`src/rtl/sr_cmd_gen_311.sv`:
```
// sr_cmd_gen_311: command stage in front of an SR flip-flop.
// Each raw button (set, reset) is synchronised, debounced and rising-edge
// detected into a pending flag; a small FSM serialises pending requests into
// mutually exclusive, registered s_311/r_311 pulses separated by a gap.
// Optional feature: define SR_CMD_CNT_EN to build saturating issued-command
// counters; without it set_cnt_311/rst_cnt_311 are tied to zero.
module sr_cmd_gen_311 #(
    parameter int DEB_CYCLES = 16,
    parameter int PULSE_W    = 1,
    parameter int GAP_CYCLES = 2,
    parameter int PRIO_RESET = 1
) (
    input  logic       clk,
    input  logic       reset,
    input  logic       set_btn_311,
    input  logic       rst_btn_311,
    output logic       s_311,
    output logic       r_311,
    output logic       busy_311,
    output logic       last_cmd_311,
    output logic [7:0] set_cnt_311,
    output logic [7:0] rst_cnt_311
);

    localparam int DEB_W  = (DEB_CYCLES > 2) ? $clog2(DEB_CYCLES) : 1;
    localparam int TMR_MX = (PULSE_W > GAP_CYCLES) ? PULSE_W : GAP_CYCLES;
    localparam int TMR_W  = $clog2(TMR_MX + 1);

    typedef enum logic [1:0] {IDLE, PULSE_S, PULSE_R, GAP} state_t;

    state_t             state_reg;
    logic [TMR_W-1:0]   tmr_reg;
    logic               s_reg;
    logic               r_reg;
    logic               last_cmd_reg;

    // Channel 0 = set, channel 1 = reset.
    logic [1:0] btn;
    logic [1:0] pend_vec;
    logic [1:0] take;
    logic       take_s;
    logic       take_r;

    assign btn  = {rst_btn_311, set_btn_311};
    assign take = {take_r, take_s};

    genvar gi;
    generate
        for (gi = 0; gi < 2; gi++) begin : g_chan
            logic             sync1_reg;
            logic             sync2_reg;
            logic             stable_reg;
            logic             stable_d_reg;
            logic             pend_reg;
            logic [DEB_W-1:0] deb_cnt_reg;

            // Synchronise, debounce, detect rising edge and hold the request until served.
            always_ff @(posedge clk or negedge reset) begin
                if (!reset) begin
                    sync1_reg    <= 1'b0;
                    sync2_reg    <= 1'b0;
                    stable_reg   <= 1'b0;
                    stable_d_reg <= 1'b0;
                    pend_reg     <= 1'b0;
                    deb_cnt_reg  <= '0;
                end else begin
                    sync1_reg    <= btn[gi];
                    sync2_reg    <= sync1_reg;
                    stable_d_reg <= stable_reg;
                    if (sync2_reg == stable_reg) begin
                        deb_cnt_reg <= '0;
                    end else if (deb_cnt_reg == DEB_W'(DEB_CYCLES - 1)) begin
                        stable_reg  <= sync2_reg;
                        deb_cnt_reg <= '0;
                    end else begin
                        deb_cnt_reg <= deb_cnt_reg + DEB_W'(1);
                    end
                    // A fresh edge outranks the clear so a request landing on the
                    // serve cycle is not lost; an edge while pending just merges.
                    if (stable_reg && !stable_d_reg) begin
                        pend_reg <= 1'b1;
                    end else if (take[gi]) begin
                        pend_reg <= 1'b0;
                    end
                end
            end

            assign pend_vec[gi] = pend_reg;
        end
    endgenerate

    // Arbitrate pending requests; only IDLE may start a new pulse.
    always_comb begin
        take_s = 1'b0;
        take_r = 1'b0;
        if (state_reg == IDLE) begin
            if (pend_vec[1] && ((PRIO_RESET != 0) || !pend_vec[0])) begin
                take_r = 1'b1;
            end else if (pend_vec[0]) begin
                take_s = 1'b1;
            end
        end
    end

    // Command serialiser: IDLE -> PULSE_x (PULSE_W cycles) -> GAP (GAP_CYCLES) -> IDLE.
    always_ff @(posedge clk or negedge reset) begin
        if (!reset) begin
            state_reg    <= IDLE;
            tmr_reg      <= '0;
            s_reg        <= 1'b0;
            r_reg        <= 1'b0;
            last_cmd_reg <= 1'b0;
        end else begin
            case (state_reg)
                IDLE: begin
                    tmr_reg <= '0;
                    if (take_r) begin
                        state_reg    <= PULSE_R;
                        r_reg        <= 1'b1;
                        last_cmd_reg <= 1'b0;
                    end else if (take_s) begin
                        state_reg    <= PULSE_S;
                        s_reg        <= 1'b1;
                        last_cmd_reg <= 1'b1;
                    end
                end
                PULSE_S, PULSE_R: begin
                    if (tmr_reg == TMR_W'(PULSE_W - 1)) begin
                        state_reg <= GAP;
                        tmr_reg   <= '0;
                        s_reg     <= 1'b0;
                        r_reg     <= 1'b0;
                    end else begin
                        tmr_reg <= tmr_reg + TMR_W'(1);
                    end
                end
                GAP: begin
                    if (tmr_reg == TMR_W'(GAP_CYCLES - 1)) begin
                        state_reg <= IDLE;
                        tmr_reg   <= '0;
                    end else begin
                        tmr_reg <= tmr_reg + TMR_W'(1);
                    end
                end
                default: begin
                    state_reg <= IDLE;
                    tmr_reg   <= '0;
                    s_reg     <= 1'b0;
                    r_reg     <= 1'b0;
                end
            endcase
        end
    end

    assign s_311        = s_reg;
    assign r_311        = r_reg;
    assign last_cmd_311 = last_cmd_reg;
    assign busy_311     = (state_reg != IDLE) || (|pend_vec);

`ifdef SR_CMD_CNT_EN
    logic [7:0] set_cnt_reg;
    logic [7:0] rst_cnt_reg;

    // Saturating counts of issued commands, counted on PULSE entry.
    always_ff @(posedge clk or negedge reset) begin
        if (!reset) begin
            set_cnt_reg <= 8'h00;
            rst_cnt_reg <= 8'h00;
        end else begin
            if (take_s && (set_cnt_reg != 8'hFF)) begin
                set_cnt_reg <= set_cnt_reg + 8'h01;
            end
            if (take_r && (rst_cnt_reg != 8'hFF)) begin
                rst_cnt_reg <= rst_cnt_reg + 8'h01;
            end
        end
    end

    assign set_cnt_311 = set_cnt_reg;
    assign rst_cnt_311 = rst_cnt_reg;
`else
    assign set_cnt_311 = 8'h00;
    assign rst_cnt_311 = 8'h00;
`endif

endmodule
```
`config.mk`:
```
export PLATFORM = sky130hd
export DESIGN_NAME = sr_cmd_gen_311
export DESIGN_NICKNAME = d
export VERILOG_FILES = /design/src/rtl/sr_cmd_gen_311.sv
export SDC_FILE = /design/constraint.sdc
export NUM_CORES = 1
export LEC_CHECK = 0
export ABC_AREA = 1
export ABC_CLOCK_PERIOD_IN_PS = 2200
export CAP_MARGIN = 15
export CORE_AREA = 2 2 51 53
export DETAILED_ROUTE_END_ITERATION = 6
export DIE_AREA = 0 0 53 55
export GPL_TIMING_DRIVEN = 0
export PLACE_DENSITY = 0.81
export SLEW_MARGIN = 30
export SYNTH_ARGS = -nofsm -noshare
export SYNTH_HDL_FRONTEND = slang
export SYNTH_SLANG_ARGS = --single-unit
```
`constraint.sdc`:
```
create_clock -name clk -period 2.2 [get_ports clk]
set_input_delay 0.22 -clock clk [delete_from_list [all_inputs] [get_ports clk]]
set_output_delay 0.22 -clock clk [all_outputs]
set_load 0.02 [all_outputs]
```
# --- Word-level counts from Yosys, hierarchy flattened ---
# Cells that the tools add are included.
word_totals:
  ff_bits: 25
  latchBits: 0
  ram_bits: 0
  mem_bits_ro: 0
  in_bits: 4
  wordCells: 84
  mem_count: 0
classes:
  addsub: 3
  n_mul: 0
  n_div: 0
  order_cmp: 0
  eq_ne: 14
  n_shift: 0
  n_mux: 28
  n_bitwise: 2
  n_reduce_logical: 20
ops:
  columns: ["op", "count"]
  rows:
  - ["$mux W4", 4]
  - ["$mux W1", 14]
  - ["$mux W2", 6]
  - ["$pmux W2 S3", 2]
  - ["$ne A2 B2 Y1 const B", 5]
  - ["$reduce_bool A2 Y1", 5]
  - ["$add A4 B1 Y4 const B", 2]
  - ["$eq A4 B4 Y1 const B", 2]
  - ["$reduce_and A2 Y1", 3]
  - ["$reduce_and A3 Y1", 2]
  - ["$eq A2 B1 Y1 const B", 2]
  - ["$eq A2 B2 Y1 const B", 2]
  - ["$logic_not A2 Y1", 2]
  - ["$pmux W1 S2", 2]
  - ["$reduce_and A4 Y1", 1]
  - ["$reduce_or A2 Y1", 2]
  - ["$ne A3 B3 Y1 const B", 1]
  - ["$add A2 B1 Y2 const B", 1]
  - ["$eq A1 B1 Y1", 2]
  - ["$logic_and A1 B1 Y1", 2]
  - ["$logic_not A1 Y1", 2]
  - ["$not A1 Y1", 2]
  - ["$logic_or A1 B1 Y1", 1]

# --- Depth between registers and ports, before layout ---
logic_depth:
  ltp_word: 6
  depth_mapped: 9
  depth_no_buf: 9

# --- Worst setup path before layout ---
# No wires, ideal clock.
synth_path:
  path_kind: "register to register"
  from: "register state_reg[0]"
  to: "register state_reg[0]"
  arrival_time_ns: 1.131
  required_ns: 2.084
  slack_ns: 0.952
  path_stages_with_launch: 9
  synth_period_minus_slack_ns: 1.248
  cell_sequence: "dfrtp_1 inv_1 ha_1 nand2_2 nand2_1 inv_1 nand2_2 nand2_1 nand2_1"
synth_via:
  elab_chain_len: 4
synth_rtl:
  columns: ["item", "line_no", "text"]
  rows:
  - ["start, declared", "31", "state_t state_reg;"]
  - ["start signal, assigned", "108", "state_reg <= IDLE;"]
  - ["start signal, assigned", "118", "state_reg <= PULSE_R;"]
  - ["start signal, assigned", "122", "state_reg <= PULSE_S;"]
  - ["$eq A2 B1 Y1 (tied with other cells)", "114", "case (state_reg)"]
  - ["$reduce_or A2 Y1 / $mux W1 (equally long branches)", "114, 96", null]
  - ["$ne A2 B2 Y1 (no source line) (tied with other cells)", null, null]
  - ["$reduce_and A3 Y1 (no source line) / $pmux W2 S3 (equally long branches)", null, null]
# Parallel ways exist; a longest one is shown, timed or not.
# A chain may end at the register's enable or synchronous reset.

# --- Worst setup path after layout ---
layout_path:
  from: "register state_reg[0]"
  to: "output busy_311"
layout_via:
  elab_chain_len: 2
layout_rtl:
  columns: ["item", "line_no", "text"]
  rows:
  - ["$reduce_bool A2 Y1", "158", "assign busy_311 = (state_reg != IDLE) || (|pend_vec);"]
  - ["$logic_or A1 B1 Y1", "158", null]
  - ["end, declared", "19", "output logic busy_311,"]
# No other way between the ends.

==> flow_summary.ini <==
[cells_and_area]
final_common_cell = dfrtp_1
drive_gt1_frac = 0.176
syn_to_final_growth_pct = 15.9
stdcell_count = 189
most-common-layout-cells = dfrtp_1, nand2_1, buf_4, conb_1, inv_1
largest_register_ff_count = 8
antennaDiodeCount = 0
final_nets = 172

[worst_setup_path]
crit_start = state_reg[0]
cp.arrival_ns = 1.78
path_cells = inv_1 -> ha_1 -> nand3_1 -> clkdlybuf4s50_1
path_buf_inv = 2
crit_path_max_fanout = 7
r2r_cells = 8
end_kind = output pin
cp_slowest_cell = clkdlybuf4s50_1
path_class = register to output pin
slowest_delay_ns = 0.60
cp-start-kind = register
crit_family = buffers and inverters
cp.required_ns = 1.98
crit_cells = 4
reg2reg_from = state_reg[0]

[global_routing]
grt_max_degree = 26
antenna_found_initial = 0
grtUsageTotal = 0.137
first_global_vias = 704
grt_pass1_wl_mm = 2.86
grt.overflow.total = 0

[logic_synthesis]
syn_area_per_cell_sq_um = 9.37
ys_warn_count = 0
syn-instance-count = 132
synth_top_family_by_area = simple AND/OR/NAND/NOR gates
ys_ff_latch = 25
synth-simple-area-share = 0.177
ys_types = 20
syn_area_sq_um = 1240
synthAdderAreaFrac = 0.0809
ys_seq_area_frac = 0.506
synth_compound_area_frac = 0.0425
synth_xor_area_frac = 0.0425
muxShareOfSynthArea = 0

[die]
num_rows = 18
die_h_um = 55
fp.dieW_um = 53
dieArea_sq_um = 2920
core_area_sq_um = 2360
io_pins = 24
start_util = 0.523

[timing]
fin_crit_sh = 0.909
drv_slew = 0
setup_violations = 0
fin_skew_ns = 0.0129
rsz0062_at_grt = false
slew_headroom = 0.643
hold_viol_final = 0
final.min_clock_period_ns = 2.00
tightest_slew_ns = 0.536
setup_tns_ns = 0
fmax_ghz = 0.500

[detailed_routing]
drc = 0
drtPass1Iterations = 4
drt-initial-drc-count = 16
wire_per_inst_um = 9.44
via_count = 830
drt-vias-per-instance = 4.39
routed_wl_mm = 1.79
drt.antenna.violating_nets = 0

[cts]
clockRootBuffer = clkbuf_4
post_cts_resized = 0
cts_max_path_buffers = 2
cts_htree_levels = 1
clock_sinks = 25
clk_pin_slew_ns = 0.12
cts_made_buffers = 3
clock_latency_ns = 0.32
cts_tree = built

[place]
portBuffers = 7
dp_hpwl_mm = 1.42
dp_cells = 184
gp_congestion = 0.783

[power_and_ir_drop]
p_leak_uw = 0.000778
power_density_nw_per_um2 = 912
ir_drop_v = 0.000605

[run]
cap_violations = 0

[outcome]
outcome = completed

[worst_hold_path]
min_path_cells = 1
min_from = set_btn_311
hold_class = input pin to register
-- cell families (layout without fill, tap and decap cells) --
family / count (synthesis) / in the layout
xor gates and xnor gates: 6 / 6
and+or+nand+nor: 49 / 49
DFF: 25 / 25
buffers and inverters: 33 / 45
other: 1 / 16
AOI/OAI and AO/OA: 10 / 10
adders and majority gates: 8 / 8
-- worst paths after layout --
path,end,slack (ns)
worst min register to register,g_chan[0].sync2_reg,0.37
worst min-delay path,g_chan[0].sync1_reg,0.33
max in group asynchronous,g_chan[0].sync2_reg,1.45
worst max-delay path,busy_311,0.20
min in group asynchronous,last_cmd_311,0.39
worst max register to register,state_reg[1],0.82
-- metal layers --
layer | part of all wire | up-vias | GRT usage
met3 | 0.081 | 0 | 0.0484
met2 | 0.50 | 24 | 0.254
li1 | - | 431 | -
met1 | 0.42 | 375 | 0.153
met4 | 0 | 0 | 0.0256
met5 | 0 | - | 0
-- cells in the mapped netlist, drive strengths merged --
| cell type | count | area (sq um) |
|---|---|---|
| dfrtp | 25 | 626 |
| nand2 | 23 | 93.8 |
| inv | 17 | 63.8 |
| buf | 16 | 120 |
| nor2 | 13 | 51.3 |
| nand3 | 10 | 55.1 |
| ha | 8 | 100 |
| a21oi | 4 | 20.0 |
| o21ai | 4 | 20.0 |
| xnor2 | 4 | 35.0 |
| nand2b | 2 | 12.5 |
| o22ai | 2 | 12.5 |
| xor2 | 2 | 17.5 |
| conb | 1 | 3.75 |
| nand4 | 1 | 6.26 |
-- cell type report --
class,instances,area [sq um]
Fill cell,204,931
Sequential cell,25,626
Multi-Input combinational cell,89,484
Buffer,16,120
Timing Repair Buffer,8,75.1
Inverter,17,63.8
Tap cell,30,37.5
Clock buffer,3,22.5
Clock inverter,1,5.00
-- what timing repair did --
| action | CTS | global route |
|---|---|---|
| hold buffers | 1 | 0 |
| hold endpoints to repair | 25 | 0 |
| setup buffers | 0 | 0 |
-- stage by stage --
step                      hold WS, ns  power, uW   util  setup slack (ns)  area [sq um]
after floorplan               -0.0756        979      -             0.952          1290
after global placement          0.333       1090  0.593             0.559          1400
after detailed placement        0.233       1110  0.590             0.545          1400
after CTS                       0.326       1320  0.606             0.175          1430
after global routing            0.323       1430  0.606            0.0661          1430
final                           0.331       1310  0.606             0.200          1430
-- report_power, final --
part | internal, uW | total, uW | leakage, uW | switching (uW)
combinational | 214 | 558 | 0.000431 | 344
sequential | 513 | 546 | 0.000330 | 32.8
clock | 68.1 | 203 | 0.0000177 | 135
(Power assumes the default switching activity.)
